[config.mk]
export PLATFORM = sky130hd
export DESIGN_NAME = if_stage_pc_ctrl
export DESIGN_NICKNAME = d
export VERILOG_FILES = /design/src/rtl/if_stage_pc_ctrl.sv
export SDC_FILE = /design/constraint.sdc
export NUM_CORES = 1
export LEC_CHECK = 0
export ABC_CLOCK_PERIOD_IN_PS = 1790
export CORE_ASPECT_RATIO = 1.1
export CORE_MARGIN = 2
export CORE_UTILIZATION = 40
export DETAILED_ROUTE_END_ITERATION = 6
export GPL_TIMING_DRIVEN = 0
export PLACE_DENSITY = 0.76
export SETUP_SLACK_MARGIN = 0.02
export SLEW_MARGIN = 20
export SYNTH_ARGS = -nofsm -noshare
export SYNTH_HDL_FRONTEND = slang
export SYNTH_SLANG_ARGS = --single-unit
[constraint.sdc]
create_clock -name CLK -period 1.79 [get_ports CLK]
set_input_delay 0.2685 -clock CLK [delete_from_list [all_inputs] [get_ports CLK]]
set_output_delay 0.2685 -clock CLK [all_outputs]
set_load 0.05 [all_outputs]
[src/rtl/if_stage_pc_ctrl.sv]
`default_nettype none
// ============================================================================
//  Module   : if_stage_pc_ctrl
//  Purpose  : Instruction-fetch stage: PC register, next-PC select, IF/ID
//             pipeline register, sticky halt and saturating debug counters.
//  Revision : 1.0  initial release
// ============================================================================
module if_stage_pc_ctrl #(
    parameter logic [31:0] RESET_PC = 32'h0000_0000,
    parameter logic [5:0]  HALT_OP  = 6'b111111,
    parameter int          CNT_W    = 16
) (
    input  logic             CLK,
    input  logic             Reset,
    input  logic             PCWrite_HD,
    input  logic             IF_ID_write,
    input  logic             branch_taken,
    input  logic [31:0]      branch_target,
    input  logic             jump,
    input  logic [31:0]      jump_target,
    input  logic [31:0]      imem_instr,
    output logic [31:0]      pc,
    output logic [31:0]      IF_ID_pc4,
    output logic [31:0]      IF_ID_instr,
    output logic             IF_ID_valid,
    output logic             halted,
    output logic [CNT_W-1:0] cycle_cnt,
    output logic [CNT_W-1:0] stall_cnt
);

    typedef enum logic [0:0] {
        ST_RUN    = 1'b0,
        ST_HALTED = 1'b1
    } state_t;

    localparam logic [CNT_W-1:0] c_cnt_max = {CNT_W{1'b1}};
    localparam logic [CNT_W-1:0] c_cnt_one = {{(CNT_W-1){1'b0}}, 1'b1};
    localparam logic [31:0]      c_align   = 32'hFFFF_FFFC;

    state_t           r_state;
    logic [31:0]      r_pc;
    logic [31:0]      r_pc4;
    logic [31:0]      r_instr;
    logic             r_valid;
    logic [CNT_W-1:0] r_cycle;
    logic [CNT_W-1:0] r_stall;

    logic [31:0]      w_pc_plus4;
    logic             w_halt_hit;

    // Wraps naturally modulo 2^32.
    assign w_pc_plus4 = r_pc + 32'd4;

    // A taken branch is older than the halt sitting in ID, so it squashes it.
    assign w_halt_hit = r_valid && (r_instr[31:26] == HALT_OP) && !branch_taken;

    always_ff @(posedge CLK) begin
        if (Reset) begin
            r_state <= ST_RUN;
            r_pc    <= RESET_PC;
            r_pc4   <= 32'h0;
            r_instr <= 32'h0;
            r_valid <= 1'b0;
            r_cycle <= '0;
            r_stall <= '0;
        end else if (r_state == ST_RUN) begin
            if (r_cycle != c_cnt_max) begin
                r_cycle <= r_cycle + c_cnt_one;
            end
            if (branch_taken) begin
                r_pc    <= branch_target & c_align;
                r_pc4   <= 32'h0;
                r_instr <= 32'h0;
                r_valid <= 1'b0;
            end else if (w_halt_hit) begin
                // Fetch state freezes on this very edge; no extra fetch.
                r_state <= ST_HALTED;
            end else if (jump) begin
                r_pc    <= jump_target & c_align;
                r_pc4   <= 32'h0;
                r_instr <= 32'h0;
                r_valid <= 1'b0;
            end else begin
                if (!IF_ID_write && (r_stall != c_cnt_max)) begin
                    r_stall <= r_stall + c_cnt_one;
                end
                if (PCWrite_HD) begin
                    r_pc <= w_pc_plus4;
                end
                if (IF_ID_write) begin
                    r_pc4   <= w_pc_plus4;
                    r_instr <= imem_instr;
                    r_valid <= 1'b1;
                end
            end
        end
    end

    assign pc          = r_pc;
    assign IF_ID_pc4   = r_pc4;
    assign IF_ID_instr = r_instr;
    assign IF_ID_valid = r_valid;
    assign halted      = (r_state == ST_HALTED);
    assign cycle_cnt   = r_cycle;
    assign stall_cnt   = r_stall;

endmodule
`default_nettype wire

Word level (Yosys, flattened, before mapping)
Index checks and enable logic that the tools add are counted.
W data, S select, Z words.

word-level totals
  bits in registers = 130
  bits in latches = 0
  bits in writable memories = 0
  bits in read-only memories = 0
  input port bits = 102
  logic and storage cells = 48
  memories = 0

cells by class
  add/sub/neg operators = 3
  $mul = 0
  divide/modulo/power cells = 0
  order comparisons = 0
  eq/ne operators = 4
  shift-type cells = 0
  mux-type cells = 19
  bitwise logic cells = 4
  reductions and logical operators = 11

operators with widths
  operator                 number
  $mux W32                 12
  $add A16 B1 Y16 const B  2
  $add A32 B3 Y32 const B  1
  $ne A16 B16 Y1 const B   2
  $mux W1                  7
  $eq A6 B6 Y1 const B     1
  $reduce_and A3 Y1        2
  $reduce_bool A3 Y1       2
  $reduce_and A5 Y1        1
  $not A1 Y1               4
  $logic_and A1 B1 Y1      3
  $logic_not A1 Y1         2
  $ne A2 B2 Y1 const B     1
  $reduce_and A2 Y1        1

Longest topological paths before layout
  depth after elaboration = 6
  depth in mapped cells = 8
  gate-level depth less buffers = 6

Worst setup path before layout
No wires, ideal clock.

  path type = register to register
  start point = register r_pc[2] (netlist: pc[2])
  end point = register r_pc4[20] (netlist: IF_ID_pc4[20])
  library setup time = 117 ps
  arrival time = 2,242 ps
  data required time = 1,673 ps
  slack = -569 ps
  cell stages (with the launch flop) = 8
  path buffers = 1
  clock period less this slack = 2,359 ps
  cells stage by stage = dfxtp_1 > ha_1 > nand3_2 > nor4_2 > buf_2 > nand4_1 > xnor2_1 > a22o_1

on the way
  longest elaborated chain between the ends = 5

ends and longest elaborated chain
  element                   RTL line  RTL
  start: declaration        41        logic [31:0] r_pc;
  start signal: assignment  71        r_pc <= branch_target & c_align;
  start signal: assignment  79        r_pc <= jump_target & c_align;
  start signal: assignment  88        r_pc <= w_pc_plus4;
  $add A32 B3 Y32           52        assign w_pc_plus4 = r_pc + 32'd4;
  $mux W32                  90        if (IF_ID_write) begin
  $mux W32                  78        end else if (jump) begin
  $mux W32                  75        end else if (w_halt_hit) begin
  $mux W32                  70        if (branch_taken) begin
  end signal: assignment    91        r_pc4 <= w_pc_plus4;
  end: declaration          42        logic [31:0] r_pc4;

No other way between the ends. The select of a mux whose other input is x is not followed.
A chain may end at the register's enable or synchronous reset.

Final worst setup path
  start point = register r_pc[18] (netlist: pc[18])
  end point = register r_pc[28] (netlist: pc[28])

on the way
  longest elaborated chain between the ends = 5

ends and longest elaborated chain
  element          RTL line  RTL
  $add A32 B3 Y32  52
  $mux W32         87        if (PCWrite_HD) begin
  $mux W32         78
  $mux W32         75
  $mux W32         70

No other way between the ends. The select of a mux whose other input is x is not followed.

==> impl_metrics.tcl <==
set metrics [dict create \
    status "complete, but fails checks" \
    failed_checks "negative setup slack" \
    ys_seq_area_share_pct 39.90 \
    synth_top_area_share_pct 39.90 \
    cts_made_buffers 17 \
    grt_max_degree 17 \
    grt_pass1_vias 6811 \
    finClkSkew_ns 0.01006 \
    drt-total-wl_microns 24500 \
    hpwl_microns 16870 \
    worst_path_most_repeated_cell "buf_6" \
    clkPwrFrac_pct 40.8 \
    drt-vias-per-instance 5.742 \
    synth_area_sq_um 6372 \
    setup_slack_ns -0.1000 \
    cts.root.buffer_cell "clkbuf_16" \
    ys_async_sr_fraction_pct 0 \
    fmax_ghz 0.5291 \
    path_buf_inv 3 \
    drv_cap 0 \
    core_area_sq_um 15620 \
    grt_pass1_wl_microns 36250 \
    synth_warnings 0 \
    critPathRequiredTime_ns 2.07 \
    ios 232 \
    power_mw 7.453 \
    finalHoldViolCount 0 \
    critPathMaxFanout 10 \
    num_antenna_cells 0 \
    place.gp.congestion 0.9117 \
    die_x_microns 124.3 \
    pwr-share-seq_pct 41.0 \
    fp.dieH_microns 136.4 \
    hold_path.class "input port to flip-flop" \
    ant_nets 0 \
    dr.pass1.iters 6 \
    path_delay_family "simple AND/OR/NAND/NOR gates" \
    place_ws_ns -0.7834 \
    worstMarginPinSlew_ns 0.8079 \
    layout-drive-gt1-share_pct 22.03 \
    nNetsFinal 1156 \
    crit_type "flip-flop to flip-flop" \
    synthTopCellsByArea "dfxtp_1, xnor2_1, a21oi_1" \
    htree_levels 4 \
    synth_cells 772 \
    drv_slew 0 \
    io_buffers 223 \
    synth_seq_cells 127 \
    cpPeakStageDelay_ns 0.34 \
    switchingPower_mw 2.199 \
    end_kind "flip-flop" \
    drc 0 \
    multi_input_area_sq_um 3914 \
    synth_top_area_cell "dfxtp_1" \
    vias 7246 \
    rsz0062_at_grt "true" \
    p_int_mw 5.254 \
    arrival_ns 2.17 \
    syn2layout_area_growth_pct 59.81 \
    cts_tree "yes" \
    synth_edf_count 0 \
    p_leak_nw 4.297 \
    whs_ns 0.4095 \
    slew-limit-headroom_pct 46.14 \
    synth.avg_cell_area_sq_um 8.254 \
    overflow 0 \
    synth.distinct_cells 68 \
    cp_cell_sequence "buf_6 -> and4_4 -> and2_1 -> clkbuf_8 -> buf_6 -> nand4_1 -> o311ai_1 -> o22ai_1" \
    initial_core_util_pct 40.81 \
    cts_sinks 127 \
    fillers 1369 \
    sw_frac_of_total_pct 29.51 \
    worstSkewPairLatency_ns 0.42 \
    die_area_sq_um 16960 \
    p_per_area_nw_per_um2 731.9 \
    finalSetupViolations 12 \
    pwr-share-comb_pct 18.2 \
    regArea_sq_um 2656 \
    drt_iter0_drc 672 \
    rows 48 \
    slowest_stage "dfxtp_4" \
    peakVddDrop_v 0.0006563 \
    synthFlopType "dfxtp_1" \
    antenna_found_initial 0 \
    start_kind "flip-flop" \
    hold_buffers 0 \
    grt_usage_pct 27.02 \
    finalCriticalPeriod_ns 1.890 \
    clockBufferDepth 2 \
    wl_per_cell_microns 19.41 \
    finalCritPeriodShare_pct 105.6 \
    clkSlewWorstSetupHoldPaths_ns 0.06 \
]
## Yosys cell counts, types with 5 or more instances
| cell | instances |
|---|---|
| buf_4 | 5 |
| a21o_1 | 5 |
| nor2_1 | 76 |
| xor2_1 | 6 |
| dfxtp_1 | 127 |
| o31a_1 | 9 |
| a22o_1 | 15 |
| nor4_1 | 6 |
| a31oi_1 | 6 |
| xnor2_1 | 44 |
| buf_2 | 20 |
| a22oi_1 | 12 |
| nand3_1 | 67 |
| a2111oi_0 | 9 |
| and4_1 | 6 |
| mux2i_1 | 8 |
| inv_1 | 21 |
| nor3_1 | 16 |
| and2_1 | 5 |
| nand4_1 | 16 |
| o32ai_1 | 6 |
| a211oi_1 | 14 |
| o21ai_0 | 22 |
| nand2_1 | 64 |
| clkbuf_1 | 32 |
| a21oi_1 | 76 |
| and3_1 | 11 |
## placed cells by master, fill, tap and decap left out, types with 22 or more instances in the layout
cell and n:
nor2_1 74, clkbuf_1 22, xnor2_1 43, nand2_1 60
clkdlybuf4s50_1 93, dlygate4sd2_1 128, a21oi_1 68, dfxtp_2 37
buf_4 28, dfxtp_1 72, nand3_1 60
## sequential cells by signal, indices dropped and copies added, names as in the netlist
name / count
IF_ID_instr: 32
IF_ID_pc4: 31
pc: 30
cycle_cnt: 16
stall_cnt: 16
IF_ID_valid: 1
halted: 1
## worst register-to-register path, stage by stage (launching register included)
cell      delay, ns
dfxtp_4        0.34
buf_6          0.14
and4_4         0.23
and2_1         0.16
clkbuf_8       0.19
buf_6          0.16
nand4_1        0.17
o311ai_1       0.27
o22ai_1        0.10
## per-stage QoR
step	util (%)	cells	TNS [ns]	instance area, sq um
5_1_grt	65.22	1262	-2.372	10180
4_1_cts	61.63	1242	-0.08364	9623
6_report	65.22	1262	-0.5585	10180
3_5_place_dp	58.06	1196	-61.55	9066
2_1_floorplan	-	773	-0.03292	6584
3_3_place_gp	58.06	1196	-59.47	9066
## what timing repair did
item / in CTS / in global routing
setup endpoints to repair: 238 / 105
buffers inserted: 15 / 20
resized for setup: 163 / 98
pin swaps: 10 / 36
gates cloned: 1 / 1
## per-layer routing
metal	track usage [%]	up-vias	part of all wire, %	routed length [microns]
li1	-	3370	-	-
met1	32.47	3376	39	9586
met2	44.23	405	47	11420
met3	8.264	95	9.3	2286
met4	13.17	0	4.9	1199
met5	0	-	0	0
## power by group through the flow
stage / combinational [mW] / sequential [mW] / clock (mW)
CTS: 1.28 / 3.04 / 3.07
detailed placement: 1.32 / 3.11 / 0
global placement: 1.32 / 3.11 / 0
finish: 1.36 / 3.06 / 3.04
floorplan: 0.433 / 3.42 / 0
global route: 1.43 / 3.07 / 3.21
## kinds of logic after synthesis
group	Yosys count	synth area share (%)
xor gates and xnor gates	50	6.872
and+or+nand+nor	294	23.54
adders and majority gates	3	0.5891
DFF	127	39.90
other	1	0.05885
muxes	9	1.433
AOI/OAI and AO/OA	206	22.09
buffers and inverters	82	5.518
## cell type report
type | count | share of cell area (%)
repair buffers | 260 | 23.69
multi-input cells | 564 | 38.43
well taps | 200 | 2.457
clock buffers | 22 | 4.558
flip-flops and latches | 127 | 26.08
inverters | 21 | 0.8109
clock inverters | 8 | 0.4055
plain buffers | 60 | 3.563
## path summary, 6_finish.rpt
check	slack [ns]	start	cells after the start	to
setup / recovery	-0.10	pc[18]	8	pc[28]
hold / removal	0.41	imem_instr[31]	3	IF_ID_instr[31]
setup reg to reg	-0.10	pc[18]	8	pc[28]
hold reg to reg	0.45	IF_ID_instr[17]	2	IF_ID_instr[17]
(Power assumes the default switching activity.)
